File: config.mk
export PLATFORM = sky130hd
export DESIGN_NAME = i2c_req_arbiter_flat
export DESIGN_NICKNAME = d
export VERILOG_FILES = /design/src/rtl/i2c_req_arbiter_pkg.sv /design/src/rtl/i2c_req_arbiter_if.sv /design/src/rtl/i2c_req_arbiter_rr_pick.sv /design/src/rtl/i2c_req_arbiter.sv /design/src/flat_wrapper.sv
export SDC_FILE = /design/constraint.sdc
export NUM_CORES = 1
export LEC_CHECK = 0
export BUFFER_PORTS_ARGS = -buffer_cell sky130_fd_sc_hd__buf_4
export CAP_MARGIN = 5
export CORE_MARGIN = 5
export CORE_UTILIZATION = 50
export DETAILED_ROUTE_END_ITERATION = 8
export HOLD_SLACK_MARGIN = 0.02
export PLACE_DENSITY = 0.81
export SETUP_SLACK_MARGIN = 0.05
export SYNTH_ARGS = -nofsm -noshare
export SYNTH_HDL_FRONTEND = slang
export SYNTH_SLANG_ARGS = --single-unit
File: constraint.sdc
create_clock -name clk -period 5.4 [get_ports clk]
set_clock_uncertainty 0.2 [all_clocks]
set_input_delay 0 -clock clk [delete_from_list [all_inputs] [get_ports clk]]
set_output_delay 0 -clock clk [all_outputs]
set_load 0.01 [all_outputs]
File: src/rtl/i2c_req_arbiter_pkg.sv
// Shared definitions for the I2C requester arbiter: FSM states, response codes
// and the default watchdog length.
package i2c_arb_pkg;

  typedef enum logic [1:0] {
    IDLE  = 2'd0,
    ISSUE = 2'd1,
    WAIT  = 2'd2,
    RESP  = 2'd3
  } arb_state_e;

  localparam logic [1:0] ERR_OK      = 2'b00;
  localparam logic [1:0] ERR_NACK    = 2'b01;
  localparam logic [1:0] ERR_TIMEOUT = 2'b10;

  // 2 ms at 12 MHz
  localparam int TIMEOUT_CYC_DEFAULT = 24000;

endpackage

File: src/rtl/i2c_req_arbiter_if.sv
// Start/done handshake and latched command between the arbiter (master side)
// and the shared I2C byte-transaction engine (slave side).
interface i2c_req_arbiter_if;

  logic       start;
  logic       rd;
  logic [6:0] dev_addr;
  logic [7:0] reg_addr;
  logic [7:0] wdata;
  logic       abort;
  logic       busy;
  logic       done;
  logic       nack;
  logic [7:0] rdata;

  modport master (
    output start, rd, dev_addr, reg_addr, wdata, abort,
    input  busy, done, nack, rdata
  );

  modport slave (
    input  start, rd, dev_addr, reg_addr, wdata, abort,
    output busy, done, nack, rdata
  );

endinterface

File: src/rtl/i2c_req_arbiter_rr_pick.sv
// Combinational round-robin pick: first set request bit at or after ptr,
// wrapping around. Usable by any shared-bus controller.
module rr_pick #(
  parameter  int N  = 4,
  localparam int PW = (N > 1) ? $clog2(N) : 1
) (
  input  logic [N-1:0]  req,
  input  logic [PW-1:0] ptr,
  output logic [PW-1:0] idx,
  output logic          valid
);

  int          j;
  logic [PW-1:0] jj;

  // Scan from the farthest offset down so the nearest set bit is written last.
  always_comb begin
    idx   = '0;
    valid = 1'b0;
    j     = 0;
    jj    = '0;
    for (int off = N - 1; off >= 0; off--) begin
      j  = (int'(ptr) + off) % N;
      jj = PW'(j);
      if (req[jj]) begin
        idx   = jj;
        valid = 1'b1;
      end
    end
  end

endmodule

File: src/rtl/i2c_req_arbiter.sv
// Round-robin arbiter sharing one I2C transaction engine between N_REQ
// requesters; one transaction per grant, one response per transaction.
module i2c_req_arbiter
  import i2c_arb_pkg::*;
#(
  parameter int N_REQ       = 4,
  parameter int TIMEOUT_CYC = TIMEOUT_CYC_DEFAULT
) (
  input  logic                 clk,
  input  logic                 rst_n,
  input  logic [N_REQ-1:0]     req,
  input  logic [N_REQ-1:0]     req_rd,
  input  logic [7*N_REQ-1:0]   req_dev_addr,
  input  logic [8*N_REQ-1:0]   req_reg_addr,
  input  logic [8*N_REQ-1:0]   req_wdata,
  output logic [N_REQ-1:0]     gnt,
  output logic [N_REQ-1:0]     rsp_valid,
  output logic [7:0]           rsp_rdata,
  output logic [1:0]           rsp_err,
  output logic                 busy,
  i2c_req_arbiter_if.master    eng
);

  localparam int PW = $clog2(N_REQ);
  localparam int CW = $clog2(TIMEOUT_CYC);

  arb_state_e        state_q, state_d;
  logic [PW-1:0]     ptr_q, ptr_d;
  logic [PW-1:0]     idx_q, idx_d;
  logic [CW-1:0]     cnt_q, cnt_d;
  logic [N_REQ-1:0]  gnt_q, gnt_d;
  logic [N_REQ-1:0]  rsp_valid_q, rsp_valid_d;
  logic [7:0]        rsp_rdata_q, rsp_rdata_d;
  logic [1:0]        rsp_err_q, rsp_err_d;
  logic              busy_q, busy_d;
  logic              start_q, start_d;
  logic              abort_q, abort_d;
  logic              cmd_rd_q, cmd_rd_d;
  logic [6:0]        cmd_dev_q, cmd_dev_d;
  logic [7:0]        cmd_reg_q, cmd_reg_d;
  logic [7:0]        cmd_wdata_q, cmd_wdata_d;

  logic [PW-1:0]     pick_idx;
  logic              pick_valid;

  rr_pick #(.N(N_REQ)) u_pick (
    .req   (req),
    .ptr   (ptr_q),
    .idx   (pick_idx),
    .valid (pick_valid)
  );

  // Every output is the registered copy of a next-value computed below, so a
  // decision made in one state becomes visible in the following cycle.
  always_comb begin
    state_d     = state_q;
    ptr_d       = ptr_q;
    idx_d       = idx_q;
    cnt_d       = cnt_q;
    gnt_d       = gnt_q;
    rsp_valid_d = '0;
    rsp_rdata_d = rsp_rdata_q;
    rsp_err_d   = rsp_err_q;
    start_d     = 1'b0;
    abort_d     = 1'b0;
    cmd_rd_d    = cmd_rd_q;
    cmd_dev_d   = cmd_dev_q;
    cmd_reg_d   = cmd_reg_q;
    cmd_wdata_d = cmd_wdata_q;

    unique case (state_q)
      IDLE: begin
        if (pick_valid) begin
          idx_d       = pick_idx;
          gnt_d       = N_REQ'(1) << pick_idx;
          cmd_rd_d    = req_rd[pick_idx];
          cmd_dev_d   = req_dev_addr[7*pick_idx +: 7];
          cmd_reg_d   = req_reg_addr[8*pick_idx +: 8];
          cmd_wdata_d = req_wdata[8*pick_idx +: 8];
          state_d     = ISSUE;
        end
      end
      ISSUE: begin
        if (!eng.busy) begin
          start_d = 1'b1;
          cnt_d   = '0;
          state_d = WAIT;
        end
      end
      WAIT: begin
        cnt_d = cnt_q + 1'b1;
        // A done arriving on the final watchdog cycle still counts as success.
        if (eng.done) begin
          rsp_rdata_d = eng.rdata;
          rsp_err_d   = eng.nack ? ERR_NACK : ERR_OK;
          rsp_valid_d = gnt_q;
          state_d     = RESP;
        end else if (cnt_q == CW'(TIMEOUT_CYC - 1)) begin
          abort_d     = 1'b1;
          rsp_rdata_d = 8'h00;
          rsp_err_d   = ERR_TIMEOUT;
          rsp_valid_d = gnt_q;
          state_d     = RESP;
        end
      end
      RESP: begin
        gnt_d       = '0;
        rsp_rdata_d = 8'h00;
        rsp_err_d   = ERR_OK;
        ptr_d       = (idx_q == PW'(N_REQ - 1)) ? '0 : idx_q + 1'b1;
        state_d     = IDLE;
      end
      default: state_d = IDLE;
    endcase

    busy_d = (state_d != IDLE);
  end

  always_ff @(posedge clk or negedge rst_n) begin
    if (!rst_n) begin
      state_q     <= IDLE;
      ptr_q       <= '0;
      idx_q       <= '0;
      cnt_q       <= '0;
      gnt_q       <= '0;
      rsp_valid_q <= '0;
      rsp_rdata_q <= '0;
      rsp_err_q   <= ERR_OK;
      busy_q      <= 1'b0;
      start_q     <= 1'b0;
      abort_q     <= 1'b0;
      cmd_rd_q    <= 1'b0;
      cmd_dev_q   <= '0;
      cmd_reg_q   <= '0;
      cmd_wdata_q <= '0;
    end else begin
      state_q     <= state_d;
      ptr_q       <= ptr_d;
      idx_q       <= idx_d;
      cnt_q       <= cnt_d;
      gnt_q       <= gnt_d;
      rsp_valid_q <= rsp_valid_d;
      rsp_rdata_q <= rsp_rdata_d;
      rsp_err_q   <= rsp_err_d;
      busy_q      <= busy_d;
      start_q     <= start_d;
      abort_q     <= abort_d;
      cmd_rd_q    <= cmd_rd_d;
      cmd_dev_q   <= cmd_dev_d;
      cmd_reg_q   <= cmd_reg_d;
      cmd_wdata_q <= cmd_wdata_d;
    end
  end

  assign gnt          = gnt_q;
  assign rsp_valid    = rsp_valid_q;
  assign rsp_rdata    = rsp_rdata_q;
  assign rsp_err      = rsp_err_q;
  assign busy         = busy_q;
  assign eng.start    = start_q;
  assign eng.abort    = abort_q;
  assign eng.rd       = cmd_rd_q;
  assign eng.dev_addr = cmd_dev_q;
  assign eng.reg_addr = cmd_reg_q;
  assign eng.wdata    = cmd_wdata_q;

endmodule
File: src/flat_wrapper.sv
// flat-port wrapper written by rule: the top's interface ports become plain ports
module i2c_req_arbiter_flat import i2c_arb_pkg::*;
#(
  parameter int N_REQ       = 4,
  parameter int TIMEOUT_CYC = TIMEOUT_CYC_DEFAULT
)
  (clk, rst_n, req, req_rd, req_dev_addr, req_reg_addr, req_wdata, gnt, rsp_valid, rsp_rdata, rsp_err, busy, eng_start, eng_rd, eng_dev_addr, eng_reg_addr, eng_wdata, eng_abort, eng_busy, eng_done, eng_nack, eng_rdata);
  i2c_req_arbiter_if eng_i ();
  input  logic clk;
  input  logic rst_n;
  input  logic [N_REQ-1:0] req;
  input  logic [N_REQ-1:0] req_rd;
  input  logic [7*N_REQ-1:0] req_dev_addr;
  input  logic [8*N_REQ-1:0] req_reg_addr;
  input  logic [8*N_REQ-1:0] req_wdata;
  output logic [N_REQ-1:0] gnt;
  output logic [N_REQ-1:0] rsp_valid;
  output logic [7:0] rsp_rdata;
  output logic [1:0] rsp_err;
  output logic busy;
  output wire logic [$bits(eng_i.start)-1:0] eng_start;
  output wire logic [$bits(eng_i.rd)-1:0] eng_rd;
  output wire logic [$bits(eng_i.dev_addr)-1:0] eng_dev_addr;
  output wire logic [$bits(eng_i.reg_addr)-1:0] eng_reg_addr;
  output wire logic [$bits(eng_i.wdata)-1:0] eng_wdata;
  output wire logic [$bits(eng_i.abort)-1:0] eng_abort;
  input wire logic [$bits(eng_i.busy)-1:0] eng_busy;
  input wire logic [$bits(eng_i.done)-1:0] eng_done;
  input wire logic [$bits(eng_i.nack)-1:0] eng_nack;
  input wire logic [$bits(eng_i.rdata)-1:0] eng_rdata;
  assign eng_start = eng_i.start;
  assign eng_rd = eng_i.rd;
  assign eng_dev_addr = eng_i.dev_addr;
  assign eng_reg_addr = eng_i.reg_addr;
  assign eng_wdata = eng_i.wdata;
  assign eng_abort = eng_i.abort;
  assign eng_i.busy = eng_busy;
  assign eng_i.done = eng_done;
  assign eng_i.nack = eng_nack;
  assign eng_i.rdata = eng_rdata;
  i2c_req_arbiter #(.N_REQ(N_REQ), .TIMEOUT_CYC(TIMEOUT_CYC)) u_core (.clk(clk), .rst_n(rst_n), .req(req), .req_rd(req_rd), .req_dev_addr(req_dev_addr), .req_reg_addr(req_reg_addr), .req_wdata(req_wdata), .gnt(gnt), .rsp_valid(rsp_valid), .rsp_rdata(rsp_rdata), .rsp_err(rsp_err), .busy(busy), .eng(eng_i));
endmodule
Yosys cells after proc, flatten, opt, wreduce, memory -nomap -nowiden
Cells that the tools add are included.

Bits in registers: 66. Output and inout port bits: 45. Logic and storage cells: 90. Input bits: 113.

Multiply operators: 1. Shift operators: 4. Eq/ne operators: 8. Muxes and demuxes: 43. Reductions and logical operators: 9. $lt $le $gt $ge: 5. $add $sub $neg: 5.

Operators with widths (number): $shiftx 32x6->8 (2); $pmux 15 s2 (1); $shiftx 28x6->7 (1); $mux 2 (11); $mux 4 (4); $mux 8 (2); $pmux 8 s2 (1); $add 15x1->15 const B (1); $eq 15x15->1 const B (1); $lt 2x3->1 const B (5); $mux 1 (15); $mux 15 (1); $bmux 1 s2 (5); $pmux 2 s4 (1); $pmux 4 s2 (1); $reduce_and 2->1 (4); $reduce_bool 2->1 (4); $eq 2x2->1 const B (3); $mul 3x2->5 const A (1); $add 2x1->2 const B (2); $add 2x2->2 const B (2); $pmux 2 s2 (1); $shl 1x2->4 const A (1); $ne 3x2->1 const B (1); other kinds (4) (4).

Depth between registers and ports, before layout
Depth after elaboration: 10. Gate-level depth with buffers: 8.

By module
From an unflattened synthesis, not the netlist that was laid out.

Cell total of the unflattened synthesis: 285. Area, all modules: 3624.7 um^2.

Modules (own cells, without submodules): i2c_req_arbiter (instances 1, area each 3547.2 um^2, sequential area each 1651.6 um^2, cells an instance 272); rr_pick (instances 1, area each 77.6 um^2, sequential area each 0.0 um^2, cells an instance 13).

Worst setup path after synthesis
No wires, ideal clock.

Path type: reg2reg. From: register u_core.ptr_q[0]. To: register u_core.cmd_dev_q[4], in the netlist u_core.eng.dev_addr[4]. Period minus slack after synthesis: 1987 ps. Arrival: 1660 ps. Path slack: 3413 ps. Path buffers: 1. Cell stages (with the launch flop): 7. Library setup time: 126 ps. Required time: 5074 ps. Cells stage by stage: dfrtp_1 > nor2b_2 > o21a_2 > nor3_4 > buf_6 > mux2_1 > a221o_1.

Word-level cells in the longest chain between the ends: 9. Elaborated cells on any way between the ends: 22. Those cells by class: add/sub: 3; mul: 1; shift: 1; mux: 16; reduce/logical: 1.

RTL lines: start: declaration (RTL line i2c_req_arbiter.sv:28) `logic [PW-1:0] ptr_q, ptr_d;`; start signal: assignment (RTL line i2c_req_arbiter.sv:138) `ptr_q <= ptr_d;`; $add 2x2->2 (RTL line i2c_req_arbiter_rr_pick.sv:23) `j = (int'(ptr) + off) % N;`; $bmux 1 s2 (RTL line i2c_req_arbiter_rr_pick.sv:25) `if (req[jj]) begin`; $mux 1 (not written as such) (RTL line i2c_req_arbiter_rr_pick.sv:25); $mux 2 (4 in series) (RTL line i2c_req_arbiter_rr_pick.sv:25); $mul 3x2->5 (RTL line i2c_req_arbiter.sv:77) `cmd_dev_d = req_dev_addr[7*pick_idx +: 7];`; $shiftx 28x6->7 (RTL line i2c_req_arbiter.sv:77); end signal: assignment (RTL line i2c_req_arbiter.sv:149) `cmd_dev_q <= cmd_dev_d;`; end: declaration (RTL line i2c_req_arbiter.sv:39) `logic [6:0] cmd_dev_q, cmd_dev_d;`.

Parallel ways exist; a longest one is shown, timed or not. The select of a mux whose other input is x is not followed. A chain may end at the register's enable or synchronous reset.

Worst setup path in the final report
From: input req[2]. To: register u_core.cmd_wdata_q[7], in the netlist u_core.eng.wdata[7].

Word-level cells in the longest chain between the ends: 7. Elaborated cells on any way between the ends: 18. Those cells by class: shift: 1; mux: 16; reduce/logical: 1.

RTL lines: start: declaration (RTL line flat_wrapper.sv:11) `input logic [N_REQ-1:0] req;`; $bmux 1 s2 (RTL line i2c_req_arbiter_rr_pick.sv:25); $mux 1 (not written as such) (RTL line i2c_req_arbiter_rr_pick.sv:25); $mux 2 or $mux 1 (tied branches) (4 in series) (RTL line i2c_req_arbiter_rr_pick.sv:25); $shiftx 32x6->8 or $reduce_and 2->1 (tied branches); end signal: assignment (RTL line i2c_req_arbiter.sv:151) `cmd_wdata_q <= cmd_wdata_d;`; end: declaration (RTL line i2c_req_arbiter.sv:41) `logic [7:0] cmd_wdata_q, cmd_wdata_d;`.

Parallel ways exist; a longest one is shown, timed or not. The select of a mux whose other input is x is not followed.

==> metrics.csv <==
metric,value,unit
vias in the first global route,4025,
post-synthesis mux area share,13.1,%
CTS Buf Count,9,
max_slew headroom,19.8,%
"Clk Latency, worst-skew pair",0.35,ns
most common library cells after synthesis,"dfrtp_1, nand2_1, mux2i_1",
pwr dens,460,nW/um^2
"Seq/Total Area, Yosys",48.7,%
First-pass DRT Iterations,5,
share of cells above drive strength 1,34.7,%
1st-iter DRT viols,278,
Yosys top cell area share,48.7,%
drt wl/cell,21.0,um
gr ovfl total,0,
Simple-Gate Fraction of Synth Area,13.9,%
first-pass GRT wire length,20600,um
"Slew Viols, Final",0,
fill count,348,
area of the multi-input gates,1620,um^2
"Primary FF master, synth",dfrtp_1,
Post-CTS Resized,0,
CP max stage delay,0.99,ns
combinational family with the most area after synthesis,compound AO/OA/AOI/OAI gates,
adder-cell share of the synthesized area,0.738,%
"Reg clk slew, reported paths",0.08,ns
CTS Root Cell,clkbuf_8,
"area leader, netlist",dfrtp_1,
startpoint types,input port,
VDD IR max,0.386,mV
die width,92.3,um
Critical Path Sink Type,flop,
pre-CTS WS,2.69,ns
Cells after Synth,313,
Crit Path Class,in2reg,
Synth Register Bits,66,
Setup Buffers After CTS,0,
CTS tree,yes,
hold slack,0.0766,ns
top post-synthesis cells by area,"dfrtp_1, mux2i_1, a22o_1, nand2_1, o221ai_1",
Routed WL,13200,um
Reg area,1650,um^2
Die Area,8530,um^2
dpl hpwl,7280,um
"Slowest-stage cell, CP",nand2b_1,
Die Span Y,92.3,um
Max clock buf depth,2,
final worst slack,1.75,ns
cell mode on critical path,dlygate4sd3_1,
Port Buf Inserts,157,
Synth Area in XOR/XNOR,0.258,%
initial core utilization,50.7,%
# DRC,0,
syn_area_per_cell,10.8,um^2
CTS Sinks,66,
Post-synth ARST share,100,%
I/O Pins,158,
static leakage power,2.70,nW
num rows,30,
status,completed,
Final Cycle Share,67.5,%
via count,3781,
CP top delay family,simple AND/OR/NAND/NOR gates,
RSZ-0062 raised after global routing,no,
max capacitance violation total,0,
WP data required,5.43,ns
via/cell ratio,6.02,
Max Fclk,274,MHz
Synth Net Count,428,
Nets,657,
Core Region,6680,um^2
"Hold-fix buffers, CTS",78,
post-synthesis compound-gate area fraction,19.7,%
Final Hold Vio Count,0,
CP cell instances,dlygate4sd3_1 > buf_4 > nor4_2 > nand2b_1 > nor2_1 > a221o_1 > dlygate4sd3_1,
GP Congestion,0.837,
critical path peak fanout,29,
GRT Total Usage,30.9,%
crit path DAT,3.67,ns
post-route minimum period,3.65,ns
Detail Route Antenna Nets,0,
Syn Std Cell Area,3390,um^2
Slew @ Worst Pin,1.20,ns
setup TNS,0,ns
most common cell in the synthesized netlist,dfrtp_1,
number of flops mapped to enable cells by yosys,0,
distinct cell type count after synthesis,48,
Synth Warn #,0,
final setup vio count,0,
area grow syn2layout,63.9,%
HP Class,in2async,
CP bufs+invs,3,
antenna violations before repair,0,
largest net degree at the start of global routing,67,
H-tree levels,3,
==> power breakdown <==
part           total [mW]  internal, mW  switching [mW]
registers           0.793         0.649           0.144
clock network       0.438         0.227           0.211
logic                1.33         0.718           0.609
total                2.56          1.59           0.964
==> kinds of logic after synthesis <==
family | after synthesis
compound gates | 84
xor+xnor | 1
fa+ha+maj | 2
buf+inv | 22
flops | 66
mux | 43
simple gates | 95
==> per-stage QoR <==
step | utilization [%] | power (mW) | cells | area, um^2
4_1_cts | 83.1 | 2.46 | 627 | 5550
3_3_place_gp | 68.4 | 1.74 | 533 | 4570
2_1_floorplan | - | 1.39 | 313 | 3390
5_1_grt | 83.1 | 2.68 | 627 | 5550
6_report | 83.2 | 2.56 | 628 | 5560
3_5_place_dp | 68.4 | 1.78 | 533 | 4570
==> flip-flops by register name (all words and copies together), names as in the netlist, 2 cells and up <==
register             cells
u_core.cnt_q            15
u_core.eng.reg_addr      8
u_core.eng.wdata         8
u_core.rsp_rdata         8
u_core.eng.dev_addr      7
u_core.gnt               4
u_core.rsp_valid         4
u_core.idx_q             2
u_core.ptr_q             2
u_core.rsp_err           2
u_core.state_q           2
==> per-layer routing <==
layer | part of all wire, % | GRT usage, % | routed length (um)
met1 | 36 | 34.5 | 4780
met2 | 53 | 54.9 | 6940
met3 | 6.6 | 6.99 | 875
met4 | 4.3 | 15.8 | 569
met5 | 0 | 0 | 0
==> worst paths after layout <==
path | startpoint | endpoint | slack, ns | cells past startpoint
min reg2reg | u_core.cnt_q[12]$_DFFE_PN0P_ | u_core.cnt_q[12]$_DFFE_PN0P_ | 0.30 | 1
max reg2reg | u_core.ptr_q[0]$_DFFE_PN0P_ | u_core.eng.reg_addr[6]$_DFFE_PN0P_ | 1.87 | 7
max | req[2] | u_core.eng.wdata[7]$_DFFE_PN0P_ | 1.75 | 7
min in group clk | req[0] | u_core.gnt[1]$_DFFE_PN0P_ | 0.19 | 6
min | rst_n | u_core.cnt_q[9]$_DFFE_PN0P_ | 0.08 | 2
max in group asynchronous | rst_n | u_core.rsp_rdata[5]$_DFFE_PN0P_ | 4.35 | 2
==> final cells by class <==
type                       instances  area share (%)
antenna                            1          0.0450
clock buffer                      10            2.48
clock inverter                     6            1.17
inverter                           5           0.338
multi-input combinational        225            29.2
sequential                        66            29.7
tap                               80            1.80
timing repair buffer             235            35.3
==> cell usage in the layout, fill, tap and decap left out, types with 4 or more instances in the layout <==
cell type,n
dfrtp_1,66
o21ai_0,16
mux2_2,5
inv_1,5
nand2b_1,7
mux2i_1,31
o221ai_1,14
clkbuf_8,10
a21oi_1,5
nor2_1,14
mux2_1,7
a22o_1,19
dlygate4sd3_1,78
nand3_1,17
nor3_1,4
and2_1,6
a221o_1,10
nand2_1,34
buf_4,157
Power figures use the tool's default switching activity.
